===== config.mk =====
export PLATFORM = sky130hd
export DESIGN_NAME = dispatch_scoreboard_flat
export DESIGN_NICKNAME = d
export VERILOG_FILES = /design/src/rtl/dispatch_scoreboard_pkg.sv /design/src/rtl/dispatch_scoreboard_if.sv /design/src/rtl/dispatch_credit_ctr.sv /design/src/rtl/dispatch_scoreboard.sv /design/src/flat_wrapper.sv
export SDC_FILE = /design/constraint.sdc
export NUM_CORES = 1
export LEC_CHECK = 0
export BUFFER_PORTS_ARGS = -buffer_cell sky130_fd_sc_hd__buf_2
export CORE_UTILIZATION = 64
export DETAILED_ROUTE_END_ITERATION = 8
export GPL_ROUTABILITY_DRIVEN = 0
export PLACE_DENSITY = 0.83
export SLEW_MARGIN = 15
export SYNTH_ARGS = -nofsm -noshare
export SYNTH_HDL_FRONTEND = slang
export SYNTH_HIERARCHICAL = 1
export SYNTH_SLANG_ARGS = --single-unit

===== constraint.sdc =====
create_clock -name clk -period 6.21 [get_ports clk]
set_input_delay 0.621 -clock clk [delete_from_list [all_inputs] [get_ports clk]]
set_output_delay 0.621 -clock clk [all_outputs]
set_load 0.005 [all_outputs]

===== src/rtl/dispatch_scoreboard_pkg.sv =====
// Shared constants and types for the dispatch/scoreboard stage: field widths,
// reservation-station encodings, FSM state and the hold-register layout.
package dispatch_scoreboard_pkg;

  localparam int unsigned RS_ENT_SEL           = 3;
  localparam int unsigned REG_SEL              = 5;
  localparam int unsigned NUM_REGS             = 1 << REG_SEL;
  localparam int unsigned DISP_CREDITS_DEFAULT = 4;

  localparam logic [RS_ENT_SEL-1:0] RS_ENT_ALU    = 3'd0;
  localparam logic [RS_ENT_SEL-1:0] RS_ENT_LDST   = 3'd1;
  localparam logic [RS_ENT_SEL-1:0] RS_ENT_BRANCH = 3'd2;
  localparam logic [RS_ENT_SEL-1:0] RS_ENT_JAL    = 3'd3;
  localparam logic [RS_ENT_SEL-1:0] RS_ENT_JALR   = 3'd4;
  localparam logic [RS_ENT_SEL-1:0] RS_ENT_MUL    = 3'd5;
  localparam logic [RS_ENT_SEL-1:0] RS_ENT_DIV    = 3'd6;

  typedef enum logic [1:0] {StEmpty, StHold, StTrap} disp_state_e;

  typedef struct packed {
    logic [RS_ENT_SEL-1:0] rs_ent;
    logic [REG_SEL-1:0]    rs1;
    logic [REG_SEL-1:0]    rs2;
    logic [REG_SEL-1:0]    rd;
    logic                  uses_rs1;
    logic                  uses_rs2;
    logic                  wr_reg;
    logic                  illegal;
  } hold_entry_t;

  // A same-cycle writeback to the register lifts the hazard.
  function automatic logic reg_hazard(input logic                used,
                                      input logic [REG_SEL-1:0]  r,
                                      input logic [NUM_REGS-1:0] busy,
                                      input logic                wb_valid,
                                      input logic [REG_SEL-1:0]  wb_rd);
    return used && (r != '0) && busy[r] && !(wb_valid && (wb_rd == r));
  endfunction

endpackage


===== src/rtl/dispatch_scoreboard_if.sv =====
// Decoder-side, dispatch-side, writeback and control signals of the dispatch stage.
// master drives the decoder/writeback inputs, slave is the dispatch block.
interface dispatch_scoreboard_if #(
  parameter int unsigned NUM_ENT = 8,
  parameter int unsigned STALL_W = 16
);
  import dispatch_scoreboard_pkg::*;

  logic                  dec_valid;
  logic                  dec_ready;
  logic [RS_ENT_SEL-1:0] rs_ent;
  logic [REG_SEL-1:0]    rs1;
  logic [REG_SEL-1:0]    rs2;
  logic [REG_SEL-1:0]    rd;
  logic                  uses_rs1;
  logic                  uses_rs2;
  logic                  wr_reg;
  logic                  illegal_instruction;
  logic [NUM_ENT-1:0]    disp_valid;
  logic [REG_SEL-1:0]    disp_rs1;
  logic [REG_SEL-1:0]    disp_rs2;
  logic [REG_SEL-1:0]    disp_rd;
  logic                  disp_wr_reg;
  logic [NUM_ENT-1:0]    rs_free;
  logic                  wb_valid;
  logic [REG_SEL-1:0]    wb_rd;
  logic                  flush;
  logic                  illegal_trap;
  logic [STALL_W-1:0]    stall_cnt;

  modport master (
    output dec_valid, rs_ent, rs1, rs2, rd, uses_rs1, uses_rs2, wr_reg,
           illegal_instruction, rs_free, wb_valid, wb_rd, flush,
    input  dec_ready, disp_valid, disp_rs1, disp_rs2, disp_rd, disp_wr_reg,
           illegal_trap, stall_cnt
  );

  modport slave (
    input  dec_valid, rs_ent, rs1, rs2, rd, uses_rs1, uses_rs2, wr_reg,
           illegal_instruction, rs_free, wb_valid, wb_rd, flush,
    output dec_ready, disp_valid, disp_rs1, disp_rs2, disp_rd, disp_wr_reg,
           illegal_trap, stall_cnt
  );

endinterface


===== src/rtl/dispatch_credit_ctr.sv =====
// Per-station credit counter: one credit consumed per dispatch, one returned per
// free pulse, saturating at the station depth; zero_o blocks further dispatch.
module dispatch_credit_ctr #(
  parameter int unsigned CREDITS = 4
) (
  input  logic clk_i,
  input  logic rst_ni,
  input  logic flush_i,
  input  logic take_i,
  input  logic give_i,
  output logic zero_o
);

  localparam int unsigned       CredW   = $clog2(CREDITS + 1);
  localparam logic [CredW-1:0]  CredMax = CredW'(CREDITS);

  logic [CredW-1:0] credit_q, credit_d;

  always_comb begin
    credit_d = credit_q;
    if (flush_i) begin
      credit_d = CredMax;
    end else if (take_i && !give_i) begin
      credit_d = credit_q - CredW'(1);
    end else if (give_i && !take_i && (credit_q != CredMax)) begin
      credit_d = credit_q + CredW'(1);
    end
  end

  always_ff @(posedge clk_i or negedge rst_ni) begin
    if (!rst_ni) begin
      credit_q <= CredMax;
    end else begin
      credit_q <= credit_d;
    end
  end

  assign zero_o = (credit_q == '0);

endmodule


===== src/rtl/dispatch_scoreboard.sv =====
// Dispatch stage: holds one decoded instruction, checks RAW/WAW hazards against a
// busy-bit scoreboard and station credits, and issues a one-hot dispatch strobe.
module dispatch_scoreboard
  import dispatch_scoreboard_pkg::*;
#(
  parameter int unsigned NUM_ENT = 8,
  parameter int unsigned CREDITS = DISP_CREDITS_DEFAULT,
  parameter int unsigned STALL_W = 16
) (
  input  logic                  clk,
  input  logic                  reset,
  dispatch_scoreboard_if.slave  bus
);

  disp_state_e         state_q, state_d;
  hold_entry_t         hold_q, hold_d;
  hold_entry_t         dec_entry;
  logic [NUM_REGS-1:0] busy_q, busy_d;
  logic [STALL_W-1:0]  stall_q, stall_d;
  logic [NUM_ENT-1:0]  cred_zero;
  logic [NUM_ENT-1:0]  take;

  logic in_hold, hz1, hz2, waw, credit_ok, go, dispatch, trap, stall, dec_ready, accept;

  always_comb begin
    dec_entry          = '0;
    dec_entry.rs_ent   = bus.rs_ent;
    dec_entry.rs1      = bus.rs1;
    dec_entry.rs2      = bus.rs2;
    dec_entry.rd       = bus.rd;
    dec_entry.uses_rs1 = bus.uses_rs1;
    dec_entry.uses_rs2 = bus.uses_rs2;
    dec_entry.wr_reg   = bus.wr_reg;
    // Out-of-range station selects take the same path as decoder-flagged illegals.
    dec_entry.illegal  = bus.illegal_instruction || (32'(bus.rs_ent) >= NUM_ENT);
  end

  always_comb begin
    in_hold   = (state_q == StHold);
    hz1       = reg_hazard(hold_q.uses_rs1, hold_q.rs1, busy_q, bus.wb_valid, bus.wb_rd);
    hz2       = reg_hazard(hold_q.uses_rs2, hold_q.rs2, busy_q, bus.wb_valid, bus.wb_rd);
    waw       = reg_hazard(hold_q.wr_reg, hold_q.rd, busy_q, bus.wb_valid, bus.wb_rd);
    credit_ok = !cred_zero[hold_q.rs_ent];
    go        = in_hold && !hold_q.illegal && !hz1 && !hz2 && !waw && credit_ok;
    dispatch  = go && !bus.flush;
    trap      = in_hold && hold_q.illegal && !bus.flush;
    stall     = in_hold && !hold_q.illegal && !go && !bus.flush;
    dec_ready = !bus.flush && ((state_q == StEmpty) || go);
    accept    = bus.dec_valid && dec_ready;
    take      = '0;
    for (int unsigned i = 0; i < NUM_ENT; i++) begin
      take[i] = dispatch && (32'(hold_q.rs_ent) == i);
    end
  end

  always_comb begin
    state_d = state_q;
    hold_d  = hold_q;
    if (accept) begin
      hold_d = dec_entry;
    end
    if (bus.flush) begin
      state_d = StEmpty;
    end else begin
      unique case (state_q)
        StEmpty: if (accept) state_d = StHold;
        StHold: begin
          if (trap) begin
            state_d = StTrap;
          end else if (dispatch && !accept) begin
            state_d = StEmpty;
          end
        end
        StTrap:  state_d = StTrap;
        default: state_d = StEmpty;
      endcase
    end
  end

  // Set on dispatch is applied after the writeback clear so that it wins.
  always_comb begin
    busy_d = busy_q;
    if (bus.wb_valid) begin
      busy_d[bus.wb_rd] = 1'b0;
    end
    if (dispatch && hold_q.wr_reg && (hold_q.rd != '0)) begin
      busy_d[hold_q.rd] = 1'b1;
    end
    if (bus.flush) begin
      busy_d = '0;
    end
    busy_d[0] = 1'b0;
  end

  always_comb begin
    stall_d = stall_q;
    if (stall && (stall_q != '1)) begin
      stall_d = stall_q + STALL_W'(1);
    end
  end

  always_ff @(posedge clk or negedge reset) begin
    if (!reset) begin
      state_q <= StEmpty;
      hold_q  <= '0;
      busy_q  <= '0;
      stall_q <= '0;
    end else begin
      state_q <= state_d;
      hold_q  <= hold_d;
      busy_q  <= busy_d;
      stall_q <= stall_d;
    end
  end

  for (genvar i = 0; i < NUM_ENT; i++) begin : gen_credit
    dispatch_credit_ctr #(
      .CREDITS (CREDITS)
    ) u_ctr (
      .clk_i   (clk),
      .rst_ni  (reset),
      .flush_i (bus.flush),
      .take_i  (take[i]),
      .give_i  (bus.rs_free[i]),
      .zero_o  (cred_zero[i])
    );
  end

  assign bus.dec_ready    = dec_ready;
  assign bus.disp_valid   = take;
  assign bus.disp_rs1     = hold_q.rs1;
  assign bus.disp_rs2     = hold_q.rs2;
  assign bus.disp_rd      = hold_q.rd;
  assign bus.disp_wr_reg  = hold_q.wr_reg;
  assign bus.illegal_trap = trap;
  assign bus.stall_cnt    = stall_q;

endmodule

===== src/flat_wrapper.sv =====
// flat-port wrapper written by rule: the top's interface ports become plain ports
module dispatch_scoreboard_flat import dispatch_scoreboard_pkg::*;
#(
  parameter int unsigned NUM_ENT = 8,
  parameter int unsigned CREDITS = DISP_CREDITS_DEFAULT,
  parameter int unsigned STALL_W = 16
)
  (clk, reset, bus_dec_valid, bus_rs_ent, bus_rs1, bus_rs2, bus_rd, bus_uses_rs1, bus_uses_rs2, bus_wr_reg, bus_illegal_instruction, bus_rs_free, bus_wb_valid, bus_wb_rd, bus_flush, bus_dec_ready, bus_disp_valid, bus_disp_rs1, bus_disp_rs2, bus_disp_rd, bus_disp_wr_reg, bus_illegal_trap, bus_stall_cnt);
  dispatch_scoreboard_if #(.NUM_ENT(NUM_ENT), .STALL_W(STALL_W)) bus_i ();
  input  logic clk;
  input  logic reset;
  input wire logic [$bits(bus_i.dec_valid)-1:0] bus_dec_valid;
  input wire logic [$bits(bus_i.rs_ent)-1:0] bus_rs_ent;
  input wire logic [$bits(bus_i.rs1)-1:0] bus_rs1;
  input wire logic [$bits(bus_i.rs2)-1:0] bus_rs2;
  input wire logic [$bits(bus_i.rd)-1:0] bus_rd;
  input wire logic [$bits(bus_i.uses_rs1)-1:0] bus_uses_rs1;
  input wire logic [$bits(bus_i.uses_rs2)-1:0] bus_uses_rs2;
  input wire logic [$bits(bus_i.wr_reg)-1:0] bus_wr_reg;
  input wire logic [$bits(bus_i.illegal_instruction)-1:0] bus_illegal_instruction;
  input wire logic [$bits(bus_i.rs_free)-1:0] bus_rs_free;
  input wire logic [$bits(bus_i.wb_valid)-1:0] bus_wb_valid;
  input wire logic [$bits(bus_i.wb_rd)-1:0] bus_wb_rd;
  input wire logic [$bits(bus_i.flush)-1:0] bus_flush;
  output wire logic [$bits(bus_i.dec_ready)-1:0] bus_dec_ready;
  output wire logic [$bits(bus_i.disp_valid)-1:0] bus_disp_valid;
  output wire logic [$bits(bus_i.disp_rs1)-1:0] bus_disp_rs1;
  output wire logic [$bits(bus_i.disp_rs2)-1:0] bus_disp_rs2;
  output wire logic [$bits(bus_i.disp_rd)-1:0] bus_disp_rd;
  output wire logic [$bits(bus_i.disp_wr_reg)-1:0] bus_disp_wr_reg;
  output wire logic [$bits(bus_i.illegal_trap)-1:0] bus_illegal_trap;
  output wire logic [$bits(bus_i.stall_cnt)-1:0] bus_stall_cnt;
  assign bus_i.dec_valid = bus_dec_valid;
  assign bus_i.rs_ent = bus_rs_ent;
  assign bus_i.rs1 = bus_rs1;
  assign bus_i.rs2 = bus_rs2;
  assign bus_i.rd = bus_rd;
  assign bus_i.uses_rs1 = bus_uses_rs1;
  assign bus_i.uses_rs2 = bus_uses_rs2;
  assign bus_i.wr_reg = bus_wr_reg;
  assign bus_i.illegal_instruction = bus_illegal_instruction;
  assign bus_i.rs_free = bus_rs_free;
  assign bus_i.wb_valid = bus_wb_valid;
  assign bus_i.wb_rd = bus_wb_rd;
  assign bus_i.flush = bus_flush;
  assign bus_dec_ready = bus_i.dec_ready;
  assign bus_disp_valid = bus_i.disp_valid;
  assign bus_disp_rs1 = bus_i.disp_rs1;
  assign bus_disp_rs2 = bus_i.disp_rs2;
  assign bus_disp_rd = bus_i.disp_rd;
  assign bus_disp_wr_reg = bus_i.disp_wr_reg;
  assign bus_illegal_trap = bus_i.illegal_trap;
  assign bus_stall_cnt = bus_i.stall_cnt;
  dispatch_scoreboard #(.NUM_ENT(NUM_ENT), .CREDITS(CREDITS), .STALL_W(STALL_W)) u_core (.clk(clk), .reset(reset), .bus(bus_i));
endmodule

==> flow_metrics.py <==
metrics = {
    "logic_synthesis": {
        "synth_seq_cells": 95,
        "synth_cells": 672,
        "synthArstFlopShare": 1.00,
        "yosys_warnings": 6,
        "seq_area_frac_synth": 0.368,
        "yosysTopAreaCell": "dfrtp_1",
        "synthTopCellsByArea": "dfrtp_1, mux2_2, mux4_2, nor2b_1, o31ai_1",
        "yosysTopAreaCellShare": 0.335,
        "synthFlopType": "dfrtp_1",
        "syn-cell-area_sq_um": 6490,
        "synth_area_per_cell_sq_um": 9.67,
        "ys_types": 63,
        "synth_nets": 721,
        "synth_edf_count": 0,
    },
    "detailed_routing": {
        "wl_um": 15600,
        "dr.first_iter.drc_count": 569,
        "wire_per_inst_um": 18.2,
        "routed-via-count": 5546,
        "drt.antenna.violating_nets": 0,
        "viasPerCell": 6.48,
        "drc_errors": 0,
        "firstDrtPassIters": 5,
    },
    "grt": {
        "grt_pass1_wl_um": 24800,
        "grt_max_degree": 72,
        "top_usage_layer": "met2",
        "met2_usage": 0.481,
        "grt_usage": 0.308,
        "use_met1": 0.422,
        "met3_usage": 0.0698,
        "grt-ovfl-total": 0,
        "grt_pass1_vias": 5092,
        "antenna_found_initial": 0,
    },
    "sta": {
        "finalCritPeriodShare": 0.857,
        "setup-tns-final_ns": 0,
        "final.min_clock_period_ns": 5.32,
        "hold_viol_final": 0,
        "relSlewSlack": 0.301,
        "rsz0062_at_grt": "false",
        "timing.hold.ws_ns": 0.135,
        "drv_slew": 0,
        "worstMarginPinSlew_ns": 1.05,
        "setup_violations": 0,
        "setup_slack_ns": 0.886,
        "clock_skew_ns": 0.00900,
        "fmax_mhz": 188,
    },
    "critical_path": {
        "critPathSlowestCell": "nor4b_1",
        "startpoint_type": "flop",
        "worstPathArrival_ns": 5.63,
        "cp-end-kind": "flop",
        "critPathRequiredTime_ns": 6.51,
        "slowest_delay_ns": 0.82,
        "critPathKind": "reg -> reg",
        "crit_path_max_fanout": 23,
        "crit_chain": "mux4_2, mux2_2, a211o_1, a32oi_2, o211ai_4, or2_1, nor4b_1, nor2b_1, inv_1, fa_1, a211oi_1, a21oi_1, a31o_1",
    },
    "run_status": {
        "status": "finished, final reports clean",
    },
    "clock_network": {
        "cts_setup_buffers": 0,
        "cts.htree.levels": 3,
        "root_buffer": "clkbuf_8",
        "cts-buffers-inserted": 9,
        "clk_latency_ns": 0.37,
        "clk_pin_slew_ns": 0.10,
        "clockBufferDepth": 2,
        "cts_sinks": 95,
        "cts_tree": "yes",
        "cts_hold_buffers": 0,
        "post_cts_resized": 0,
    },
    "placement": {
        "hpwl_um": 11100,
        "placed_area_sq_um": 6830,
        "place_ws_ns": 0.944,
        "placedCellCount": 840,
        "io_buffer_count": 81,
    },
    "power_and_ir_drop": {
        "power_leakage_nw": 2.89,
        "powerDensity_nw_per_um2": 247,
        "p_total_mw": 1.73,
        "irDropWorstVdd_mv": 0.216,
    },
    "floorplanning": {
        "fp.dieW_um": 103,
        "io_pins": 82,
        "design.die.area_sq_um": 10600,
        "core-area_sq_um": 9820,
        "start_util": 0.661,
        "num_rows": 36,
        "dieHeight_um": 103,
    },
    "layout": {
        "syn_to_final_growth_pct": 8.24,
        "largest_reg_flops": 31,
        "final_nets": 767,
        "top_register": "u_core/busy_q",
        "n_antenna_cell": 0,
        "fin_util": 0.716,
        "final_layout_size_suffix_gt1_frac": 0.235,
        "final_cell_area_sq_um": 7030,
        "final_cells": 856,
    },
    "run": {
        "cap_violations": 0,
    },
    "hold_path": {
        "hp-class": "in -> async",
    },
}
-- synth_stat cells (all sizes together), types with 13 or more instances --
master / instances
inv: 38
o31ai: 32
dfrtp: 87
nand3b: 26
buf: 29
nand2: 37
mux4: 13
nor2: 28
o21ai: 37
nor2b: 39
a221oi: 14
clkbuf: 24
nand3: 13
mux2: 28
mux2i: 22
a21oi: 25
xnor2: 19
nor3: 19
-- path summary, 6_finish.rpt --
kind                                               from                                endpoint  slack, ns  depth (start not counted)
worst max-delay path             u_core/bus.disp_rs2[0]  u_core/gen_credit[6].u_ctr/credit_q[2]       0.89                         13
worst min-delay path                              reset                  u_core/bus.disp_rs2[1]       0.13                          1
worst max register to register   u_core/bus.disp_rs2[0]  u_core/gen_credit[6].u_ctr/credit_q[2]       0.89                         13
worst min register to register  u_core/bus.stall_cnt[7]                 u_core/bus.stall_cnt[7]       0.50                          1
max in group asynchronous                         reset                       u_core/busy_q[14]       4.87                          2
min in group clk                           bus_uses_rs2                        u_core/hold_q[2]       0.48                          2
-- worst max-delay path: cells and delay by family, from the launching register on --
kind | cells | cell delay, ns
AO/OA/AOI/OAI | 6 | 1.36
adder cells (fa/ha/maj) | 1 | 0.43
buffers and inverters | 1 | 0.09
flip-flops | 1 | 0.74
multiplexers | 2 | 0.86
AND/OR/NAND/NOR | 3 | 1.76
-- cells by family after synthesis --
group	count (synthesis)	synth area share
DFF	95	0.368
xor gates and xnor gates	29	0.0391
buffers and inverters	91	0.0665
adders and majority gates	9	0.0266
and+or+nand+nor	225	0.200
AOI/OAI and AO/OA	160	0.173
muxes	63	0.128
-- final cells by class --
type | count | area (sq um)
clock inverters | 6 | 70.1
multi-input cells | 486 | 3680
flip-flops and latches | 95 | 2390
clock buffers | 10 | 128
well taps | 133 | 166
repair buffers | 88 | 460
fillers | 756 | 2790
inverters | 38 | 143
-- cells in the final DEF (no fill, tap or decap), types with 9 or more instances in the layout --
cell type | synthesis | layout
a211oi_1 | 9 | 9
a21oi_1 | 24 | 24
a221oi_1 | 14 | 14
buf_2 | 6 | 80
clkbuf_8 | 0 | 9
dfrtp_1 | 87 | 87
inv_1 | 36 | 36
mux2_2 | 28 | 28
mux2i_1 | 22 | 22
mux4_2 | 13 | 13
nand2_1 | 35 | 35
nand3_1 | 13 | 13
nand3b_1 | 26 | 26
nand4_1 | 9 | 9
nor2_1 | 28 | 28
nor2b_1 | 39 | 39
nor3_1 | 19 | 19
o21ai_0 | 29 | 29
o31ai_1 | 32 | 32
xnor2_1 | 19 | 19
xor2_1 | 10 | 10
-- report_power, final --
part | total (mW) | switching (mW) | internal, mW | leakage, nW
combinational | 0.456 | 0.226 | 0.231 | 1.55
clock | 0.421 | 0.230 | 0.190 | 0.101
sequential | 0.857 | 0.177 | 0.680 | 1.24
total | 1.73 | 0.633 | 1.10 | 2.89
-- per-layer routing --
metal	up-vias	wire [um]	share of wire
met4	0	378	0.024
met1	2668	6590	0.42
met5	-	0	0
met3	40	1340	0.086
li1	2544	-	-
met2	294	7290	0.47
Note: power is estimated with default switching activity, not from simulation.
